--- config.mk ---
export PLATFORM = sky130hd
export DESIGN_NAME = bus_coherence_ctrl
export DESIGN_NICKNAME = d
export VERILOG_FILES = /design/src/rtl/bus_coherence_ctrl.sv
export SDC_FILE = /design/constraint.sdc
export NUM_CORES = 1
export LEC_CHECK = 0
export ABC_AREA = 1
export ABC_CLOCK_PERIOD_IN_PS = 2000
export CAP_MARGIN = 10
export CORE_AREA = 3 3 145 147
export CTS_CLUSTER_SIZE = 14
export DETAILED_ROUTE_END_ITERATION = 16
export DIE_AREA = 0 0 148 150
export MAX_ROUTING_LAYER = met4
export PLACE_DENSITY_LB_ADDON = 0.3
export SLEW_MARGIN = 5
export SYNTH_ARGS = -nofsm -noshare
export SYNTH_HDL_FRONTEND = slang
export SYNTH_SLANG_ARGS = --single-unit
--- constraint.sdc ---
create_clock -name CLK -period 2 [get_ports CLK]
set_clock_uncertainty 0.2 [all_clocks]
set_input_delay 0.4 -clock CLK [delete_from_list [all_inputs] [get_ports CLK]]
set_output_delay 0.4 -clock CLK [all_outputs]
set_load 0.02 [all_outputs]
--- src/rtl/bus_coherence_ctrl.sv ---
// rtl/bus_coherence_ctrl.sv - two-core snooping coherence controller in front of a single-port RAM
// One transaction per grant: word write, or two-word block read with snoop and optional dirty forward.
module bus_coherence_ctrl #(
  parameter int CORES = 2
) (
  input  logic                        CLK,
  input  logic                        nRST,
  input  logic [CORES-1:0]            dREN,
  input  logic [CORES-1:0]            dWEN,
  input  logic [CORES-1:0][31:0]      daddr,
  input  logic [CORES-1:0][31:0]      dstore,
  input  logic [CORES-1:0]            ccwrite,
  input  logic [CORES-1:0]            cctrans,
  output logic [CORES-1:0]            dwait,
  output logic [CORES-1:0][31:0]      dload,
  output logic [CORES-1:0]            ccwait,
  output logic [CORES-1:0]            ccinv,
  output logic [CORES-1:0][31:0]      ccsnoopaddr,
  output logic                        ramREN,
  output logic                        ramWEN,
  output logic [31:0]                 ramaddr,
  output logic [31:0]                 ramstore,
  input  logic [31:0]                 ramload,
  input  logic [1:0]                  ramstate
);

  typedef enum logic [2:0] {
    IDLE, WRITE, SNOOP, FWD0, FWD1, LOAD0, LOAD1
  } state_t;

  localparam logic [1:0] RAM_ACCESS = 2'd2;

  state_t     state_q, state_d;
  logic       req_q, req_d;
  logic       last_q, last_d;
  logic       snp;
  logic       access;
  logic       grant;
  logic [CORES-1:0] cand;

  assign snp    = ~req_q;
  // BUSY, FREE and ERROR all just hold; only ACCESS completes a word.
  assign access = (ramstate == RAM_ACCESS);

  // Writes outrank reads; a tie goes to the core not granted last time.
  assign cand  = (|dWEN) ? dWEN : dREN;
  assign grant = (cand == 2'b11) ? ~last_q : cand[1];

  always_ff @(posedge CLK or negedge nRST) begin
    if (!nRST) begin
      state_q <= IDLE;
      req_q   <= 1'b0;
      last_q  <= 1'b1;
    end else begin
      state_q <= state_d;
      req_q   <= req_d;
      last_q  <= last_d;
    end
  end

  always_comb begin
    state_d     = state_q;
    req_d       = req_q;
    last_d      = last_q;
    dwait       = '1;
    dload       = '0;
    ccwait      = '0;
    ccinv       = '0;
    ccsnoopaddr = '0;
    ramREN      = 1'b0;
    ramWEN      = 1'b0;
    ramaddr     = '0;
    ramstore    = '0;
    case (state_q)
      IDLE: begin
        if (|cand) begin
          req_d   = grant;
          last_d  = grant;
          state_d = (|dWEN) ? WRITE : SNOOP;
        end
      end
      WRITE: begin
        ramWEN   = 1'b1;
        ramaddr  = daddr[req_q];
        ramstore = dstore[req_q];
        if (access) begin
          dwait[req_q] = 1'b0;
          state_d      = IDLE;
        end
      end
      SNOOP: begin
        ccwait[snp]      = 1'b1;
        ccsnoopaddr[snp] = daddr[req_q];
        ccinv[snp]       = ccwrite[req_q];
        if (cctrans[snp]) begin
          state_d = ccwrite[snp] ? FWD0 : LOAD0;
        end
      end
      FWD0, FWD1: begin
        // Dirty line: the owner writes back while the requester snarfs the same data.
        ccwait[snp]  = 1'b1;
        ramWEN       = 1'b1;
        ramaddr      = daddr[snp];
        ramstore     = dstore[snp];
        dload[req_q] = dstore[snp];
        if (access) begin
          dwait   = '0;
          state_d = (state_q == FWD0) ? FWD1 : IDLE;
        end
      end
      LOAD0, LOAD1: begin
        ramREN       = 1'b1;
        ramaddr      = daddr[req_q];
        dload[req_q] = ramload;
        if (access) begin
          dwait[req_q] = 1'b0;
          state_d      = (state_q == LOAD0) ? LOAD1 : IDLE;
        end
      end
      default: state_d = IDLE;
    endcase
  end

endmodule
==> reports/metrics.cfg, run 1 <==
[clock_network]
htreeDepth = 1
cts_buffer_depth = 2
cts_tree = yes
root_buffer = clkbuf_16
cts_made_buffers = 3
cts.sinks = 5
path_clk_slew_ns = 0.03
clk_latency_ns = 0.23
postCtsHoldBufs = 0

[setup_path]
r2r_cells = 11
cp_top_family = buffers and inverters
crit_type = reg -> out
critPathLaunchType = flip-flop
regToRegEndpoint = state_q[2]
end_kind = output port
critPathLaunch = state_q[2]
crit_end = ramstore[1]
crit_buf_inv = 5
cpMostUsedCell = nand2_2
cp_slowest_cell = dfrtp_2
path_max_fanout = 7
required_ns = 1.40
crit_chain = nor2_4 -> nand2_2 -> o21ai_4 -> buf_6 -> buf_12 -> buf_16 -> buf_8 -> nand2_2 -> o31ai_2 -> buf_4
max_stage_delay_ns = 0.45
worstReg2RegStart = state_q[0]
cp_num_cells = 10
arrival_ns = 1.90
r2r_slack_ns = 0.09

[routing]
viasPerCell = 4.79
antenna_left = 0
finalWirelength_um = 28900
firstDrtPassIters = 6
route.detailed.drc = 0
num_vias = 7232
wl_per_cell_um = 19.1
drtIter0Drc = 302

[floorplan]
num_rows = 52
core_area_um2 = 20000
dieHeight_um = 150
pin_count = 372
dieArea_um2 = 22200
start_util_pct = 17.4
dieWidth_um = 148

[synth]
synth_seq_cells = 5
synth.area.top_cells = nor2_1 (21%), nand2_1 (21%), o21ai_0 (14%)
syn-num-nets = 901
ys_seq_area_share_pct = 3.62
synth_top_area_cell = nor2_1
synth_top_area_share_pct = 21.4
yosys_warnings = 0
syn_inst = 729
synth_cell_types = 27
syn_area_um2 = 3490
avgSynthCellArea_um2 = 4.79

[sta]
final.min_clock_period_ns = 2.50
fin_ws_ns = -0.500
finalSetupViolCount = 200
relSlewSlack_pct = 70.0
fin_crit_sh_pct = 125
tightest_slew_ns = 0.445
fmax_ghz = 0.400
setup_tns_ns = -65.97
finalMaxSlewViolations = 0
rsz0062_at_grt = true
timing.final.hold_violations = 0

[pwr]
p_comb_share_pct = 97.0
powerDensity_nw_per_um2 = 1640
p_leak_uw = 0.00542
ir_drop_uv = 1150
p_clk_share_pct = 1.7
p_switching_uw = 9850
swShare_pct = 49.8
p_int_uw = 9950
seqPwrFrac_pct = 1.3
total_power_uw = 19800

[place]
routabilityCongestion = 0.872
dp_hpwl_um = 17800
io_buffers = 371

[outcome]
status = finished, violations left
violations = negative setup slack

[grt]
grt_antenna_before_repair = 1
first_global_vias = 6656
globalRoute.totalOverflow = 0
grt_max_degree = 35
grt_usage_pct = 21.4
grt_pass1_wl_um = 36900

[finish]
layout_common_cells = clkdlybuf4s50_1 (171), buf_6 (170), nand2_1 (142), buf_4 (131), nor2_1 (102)
final_common_cell = clkdlybuf4s50_1
area_growth_pct = 245
num-fill-cells = 1746
fin_util_pct = 60.1
nNetsFinal = 1413
drive_gt1_share_pct = 54.0

[flow_run]
drv_cap = 0

[hold_path]
hp-class = in -> async

[Yosys cell counts]
master,count
a22o_1,20
inv_2,4
o22ai_1,12
inv_1,46
dfstp_2,1
o21ai_2,1
o31ai_1,19
a21oi_1,3
clkbuf_1,20
mux2i_1,13
nand3_1,26
nor2_1,199
buf_4,6
buf_1,5
nor2_2,1
o21ai_0,96
buf_2,24
clkinv_1,1
buf_6,5
o32ai_1,13
nand2_1,194
nand2_4,3
o21ai_1,10
dfrtp_1,4
o211ai_1,1
nand2_2,1
nand4_1,1
[worst register-to-register path: cells and delay by family (launching register included)]
kind | cells | cell delay, ns
buf+inv | 6 | 0.82
flops | 1 | 0.40
simple gates | 5 | 0.36
[per-layer routing]
layer | up-vias | wire length (um) | global-route usage [%]
met4 | 0 | 714 | 4.02
met2 | 310 | 15300 | 39.5
li1 | 3447 | - | -
met5 | - | 0 | -
met3 | 49 | 1820 | 2.94
met1 | 3426 | 11100 | 25.1
[sequential cells by signal (all words and copies together) (netlist names)]
name     cells
state_q      3
last_q       1
req_q        1
[what timing repair did]
action                     4_1_cts  5_1_grt
resized for setup              941      590
pin swaps                       20       48
setup endpoints to repair      200      201
cloned                          16       18
buffers inserted                36       34
[through the flow]
step | setup WS [ns] | std cells | instance area [um2] | hold WS (ns)
after global routing | -0.558 | 1511 | 12000 | 0.217
after detailed placement | -0.675 | 1407 | 8700 | 0.302
after floorplan | -0.159 | 729 | 3990 | -0.0956
after global placement | -0.666 | 1407 | 8700 | 0.298
after CTS | -0.489 | 1463 | 9880 | 0.205
final | -0.500 | 1511 | 12000 | 0.204
[cell type report]
class / count / area [um2] / share of cell area, %
antenna: 1 / 2.50 / 0.0208
clock buffer: 4 / 78.8 / 0.654
inverter: 51 / 216 / 1.80
multi-input combinational: 613 / 4820 / 40.0
sequential: 5 / 131 / 1.09
tap: 270 / 338 / 2.80
timing repair buffer: 567 / 6460 / 53.6
[how the worst min path moves through the flow]
stage,from,to,depth (start not counted)
global placement,last_q,last_q,2
CTS,nRST,req_q,1
floorplan,nRST,req_q,0
finish,nRST,state_q[0],1
global route,nRST,state_q[0],1
detailed placement,last_q,last_q,2
[logic make-up (layout without fill, tap and decap cells)]
family,Yosys count,in the layout,synth area share (%)
AND/OR/NAND/NOR,425,425,47.5
flip-flops,5,5,3.62
multiplexers,13,13,3.73
AO/OA/AOI/OAI,175,175,30.6
buffers and inverters,111,622,14.5
other,0,1,0
[power groups by stage]
stage	Combinational, uW	Clock (uW)	Sequential, uW
finish	19200	338	249
global route	20100	352	255
CTS	15200	338	239
detailed placement	12100	0	230
global placement	12100	0	227
floorplan	6630	0	201
(Power assumes the default switching activity.)
==> run 2, diff against run 1 <==
- CELL_PAD_IN_SITES_DETAIL_PLACEMENT: default -> 1
- CELL_PAD_IN_SITES_GLOBAL_PLACEMENT: default -> 1
- CORE_AREA: 3 3 145 147 -> 3 3 129 181
- DIE_AREA: 0 0 148 150 -> 0 0 132 184
==> run 2 against run 1 <==
Compared with the run above: the flow still finishes with violations (negative setup slack); register-to-register slack got worse by 0.31 ns; non-clock buffer count rose by 64; maximum frequency is 6.1% lower; critical path depth grew 2; cell count increased by 6.0%.
==> reports/metrics.cfg, run 2 (same netlist as run 1, synthesis figures left out) <==
[outcome]
status = finished, violations left
violations = negative setup slack

[finish]
drive_gt1_share_pct = 57.7
final_common_cell = buf_6
top_register = state_q
top_regs = state_q x3, last_q x1, req_q x1
nNetsFinal = 1477
fin_area_um2 = 13000
largest_register_ffs = 3
area_growth_pct = 272
stdcell_count = 1602
num-fill-cells = 2421
layout_common_cells = buf_6 (213), clkdlybuf4s50_1 (171), buf_4 (156), nand2_1 (146), nor2_4 (95)
fin_util_pct = 59.5

[pwr]
p_comb_share_pct = 97.3
p_int_uw = 10500
powerDensity_nw_per_um2 = 1640
seqPwrFrac_pct = 1.1
p_leak_uw = 0.00569
p_switching_uw = 10900
p_clk_share_pct = 1.6
swShare_pct = 50.9
ir_drop_uv = 800

[sta]
fmax_ghz = 0.376
final.min_clock_period_ns = 2.66
finalSetupViolCount = 203
timing.final.hold_violations = 0
finalMaxSlewViolations = 0
relSlewSlack_pct = 69.0
rsz0062_at_grt = true
fin_ws_ns = -0.662
tightest_slew_ns = 0.461
setup_tns_ns = -94.27
fin_crit_sh_pct = 133

[place]
dp.cells = 1448
routabilityCongestion = 0.860
dpl_cell_area_um2 = 8830
dp_worst_setup_slack_ns = -0.703
io_buffers = 371
dp_hpwl_um = 20700

[floorplan]
start_util_pct = 16.0
dieArea_um2 = 24300
dieWidth_um = 132
core_area_um2 = 21900
dieHeight_um = 184
num_rows = 64
pin_count = 372

[clock_network]
root_buffer = clkbuf_16
cts_tree = yes
cts_made_buffers = 3
cts_buffer_depth = 2
path_clk_slew_ns = 0.03
cts.sinks = 5
postCtsHoldBufs = 0
clk_latency_ns = 0.23
htreeDepth = 1

[routing]
wl_per_cell_um = 23.8
num_vias = 7839
antenna_left = 0
route.detailed.drc = 0
firstDrtPassIters = 4
viasPerCell = 4.89
finalWirelength_um = 38200
drtIter0Drc = 275

[grt]
first_global_vias = 8186
grt_max_degree = 28
grt_pass1_wl_um = 46500
grt_antenna_before_repair = 1
grt_usage_pct = 25.1
globalRoute.totalOverflow = 0

[setup_path]
worstReg2RegStart = state_q[0]
path_max_fanout = 5
crit_type = reg -> out
arrival_ns = 2.06
required_ns = 1.40
r2r_cells = 13
critPathLaunchType = flip-flop
end_kind = output port
critPathLaunch = state_q[1]

[flow_run]
drv_cap = 0

[hold_path]
hp-class = in -> async

## run 2: worst max-delay path, stage by stage, from the launching register on
cell and delay (ns):
dfrtp_2 0.45, buf_6 0.13, nand2_2 0.05, nand2_2 0.07
nand2_4 0.11, buf_6 0.13, nand2_8 0.07, buf_12 0.13
buf_6 0.12, buf_16 0.13, buf_6 0.11, a22o_1 0.20
buf_6 0.13
## run 2: final cells by class
| class | instances | area, um2 | area share, % |
|---|---|---|---|
| repair buffers | 631 | 7110 | 54.7 |
| multi-input cells | 613 | 5070 | 39.0 |
| well taps | 297 | 372 | 2.86 |
| inverters | 51 | 231 | 1.78 |
| flip-flops and latches | 5 | 131 | 1.01 |
| clock buffers | 4 | 78.8 | 0.606 |
| diodes | 1 | 2.50 | 0.0193 |
## run 2: per-stage QoR
stage	hold WS, ns	power, uW
after floorplan	-0.0956	6830
after global placement	0.287	12500
after detailed placement	0.301	12600
after CTS	0.217	17600
after global routing	0.231	22200
final	0.205	21300
## run 2: worst paths after layout
kind / to / slack, ns
min reg2reg: last_q / 0.34
max reg2reg: state_q[2] / -0.22
min: req_q / 0.20
max: ramaddr[3] / -0.66
max in group asynchronous: last_q / 1.13
min in group CLK: last_q / 0.34
## run 2: layer usage
metal	share of wire [%]	GRT usage, %
met5	0	-
met4	4.4	8.79
met3	4.4	3.64
met2	58	49.1
met1	33	25.1
## run 2: repair_timing
action / in CTS / in global routing
pin swaps: 9 / 53
buffers inserted: 86 / 49
gates cloned: 23 / 11
gates resized for setup: 1234 / 449
endpoints found under the setup margin: 203 / 203
## run 2: power by group through the flow
| stage | Sequential (uW) | Clock (uW) | Combinational (uW) |
|---|---|---|---|
| after global routing | 239 | 344 | 21600 |
| final | 234 | 336 | 20800 |
| after detailed placement | 216 | 0 | 12400 |
| after global placement | 212 | 0 | 12300 |
| after floorplan | 201 | 0 | 6630 |
| after CTS | 227 | 334 | 17000 |
==> run 3, diff against run 2 <==
- CORE_AREA: 3 3 129 181 -> 4 4 130 182
- DIE_AREA: 0 0 132 184 -> 0 0 134 186
- HOLD_SLACK_MARGIN: default -> 0.08
==> run 3 against run 2 <==
Compared with the run above: the flow still finishes with violations (negative setup slack); power shrank 20%; register-to-register slack gained 0.22 ns; worst setup slack gained 0.21 ns; sequential share of layout area grew 0.20 points; via count shrank 11%; worst hold slack gained 0.0046 ns; first-iteration DRC count shrank 25%; maximum frequency grew 8.7%; sequential power grew 4%; die area grew 2.6%; global-route usage shrank 4.8 points; critical endpoint is now dload[12]; largest cell class unchanged; largest power group unchanged.
==> reports/metrics.cfg, run 3 (same netlist as run 1, synthesis figures left out) <==
[floorplan]
start_util_pct = 16.0
dieArea_um2 = 24900
dieHeight_um = 186
dieWidth_um = 134
core_area_um2 = 21900
num_rows = 64
pin_count = 372

[finish]
final_common_cell = clkdlybuf4s50_1
stdcell_count = 1493
fin_util_pct = 49.5
nNetsFinal = 1369
drive_gt1_share_pct = 48.2
fin_area_um2 = 10800
top_register = state_q
area_growth_pct = 210
n_antenna_cell = 0
layout_common_cells = clkdlybuf4s50_1 (171), nand2_1 (161), buf_6 (133), buf_4 (116), nor2_1 (112)
largest_register_ffs = 3
top_regs = state_q x3, last_q x1, req_q x1

[routing]
num_vias = 6983
viasPerCell = 4.68
firstDrtPassIters = 4
finalWirelength_um = 29400
antenna_left = 0
wl_per_cell_um = 19.7
route.detailed.drc = 0
drtIter0Drc = 205

[setup_path]
end_kind = output port
critPathLaunchType = flip-flop
arrival_ns = 1.85
cp_num_cells = 9
r2r_cells = 11
cp_top_family = buffers and inverters
crit_buf_inv = 4
required_ns = 1.40
cp_slowest_cell = dfrtp_1
cpMostUsedCell = buf_6
path_max_fanout = 16
max_stage_delay_ns = 0.41
crit_type = reg -> out
crit_chain = inv_2 -> nand2_1 -> nand2_2 -> nand2_8 -> buf_12 -> buf_6 -> o21ai_2 -> nor2_4 -> buf_6

[grt]
grt_pass1_wl_um = 38800
grt_max_degree = 30
first_global_vias = 6974
grt_usage_pct = 20.2
grt_antenna_before_repair = 0
globalRoute.totalOverflow = 0

[place]
routabilityCongestion = 0.825
dp_hpwl_um = 21300
io_buffers = 371
dp_worst_setup_slack_ns = -0.682
dpl_cell_area_um2 = 8750
dp.cells = 1439

[clock_network]
root_buffer = clkbuf_16
htreeDepth = 1
path_clk_slew_ns = 0.03
postCtsHoldBufs = 0
cts_made_buffers = 3
cts_tree = yes
clk_latency_ns = 0.23
cts.sinks = 5
cts_buffer_depth = 2

[sta]
relSlewSlack_pct = 71.8
timing.final.hold_violations = 0
fin_crit_sh_pct = 122
finalSetupViolCount = 201
final.min_clock_period_ns = 2.45
rsz0062_at_grt = true
fin_ws_ns = -0.448
fmax_ghz = 0.408
finalMaxSlewViolations = 0
tightest_slew_ns = 0.418

[outcome]
status = finished, violations left
violations = negative setup slack

[hold_path]
hp-class = in -> async

[pwr]
p_leak_uw = 0.00477
powerDensity_nw_per_um2 = 1570
ir_drop_uv = 878

[flow_run]
drv_cap = 0

[run 3: cell types whose count changed in the layout (fill, tap and decap cells not counted), moves of 10 or more]
cell,previous run,this run
buf_12,41,27
buf_16,18,4
buf_4,156,116
buf_6,213,133
clkdlybuf4s15_2,0,37
nand2_1,146,161
nor2_1,79,112
nor2_4,95,61
o21ai_2,7,17
[run 3: per-layer routing]
layer / vias up / wire, um / track usage, %
met5: - / 0 / -
met4: 0 / 781 / 4.69
met3: 41 / 1210 / 2.35
met2: 232 / 16700 / 39.5
met1: 3363 / 10700 / 21.7
li1: 3347 / - / -
[run 3: what timing repair did]
| action | CTS | global route |
|---|---|---|
| buffers inserted | 12 | 19 |
| setup endpoints to repair | 200 | 203 |
| pin swaps | 11 | 69 |
| resized for setup | 1075 | 258 |
| gates cloned | 5 | 17 |
[run 3: final timing paths]
kind	start	to	slack, ns
max in group asynchronous	nRST	last_q	1.13
worst max register to register	req_q	state_q[0]	0
worst min register to register	last_q	last_q	0.29
min in group CLK	last_q	last_q	0.29
worst max-delay path	state_q[0]	dload[12]	-0.45
worst min-delay path	nRST	state_q[1]	0.21
[run 3: per-stage QoR]
step                hold slack, ns  total power (uW)  TNS [ns]
floorplan                  -0.0956              6830     -1.83
global placement             0.285             12500   -110.71
detailed placement           0.291             12600   -111.09
CTS                          0.219             14200    -60.85
global route                 0.236             17900    -76.23
finish                       0.209             17000    -62.87
[run 3: cell type report]
| type | instances | area (um2) |
|---|---|---|
| inverter | 51 | 199 |
| fill | 2600 | 11000 |
| clock buffer | 4 | 78.8 |
| sequential | 5 | 131 |
| tap | 297 | 372 |
| multi-input combinational | 613 | 4340 |
| timing repair buffer | 523 | 5700 |
[run 3: power breakdown]
| group | leakage [uW] | internal (uW) | switching, uW |
|---|---|---|---|
| clock network | 0.0000382 | 265 | 69.0 |
| registers | 0.0000591 | 167 | 76.5 |
| logic | 0.00468 | 7630 | 8800 |
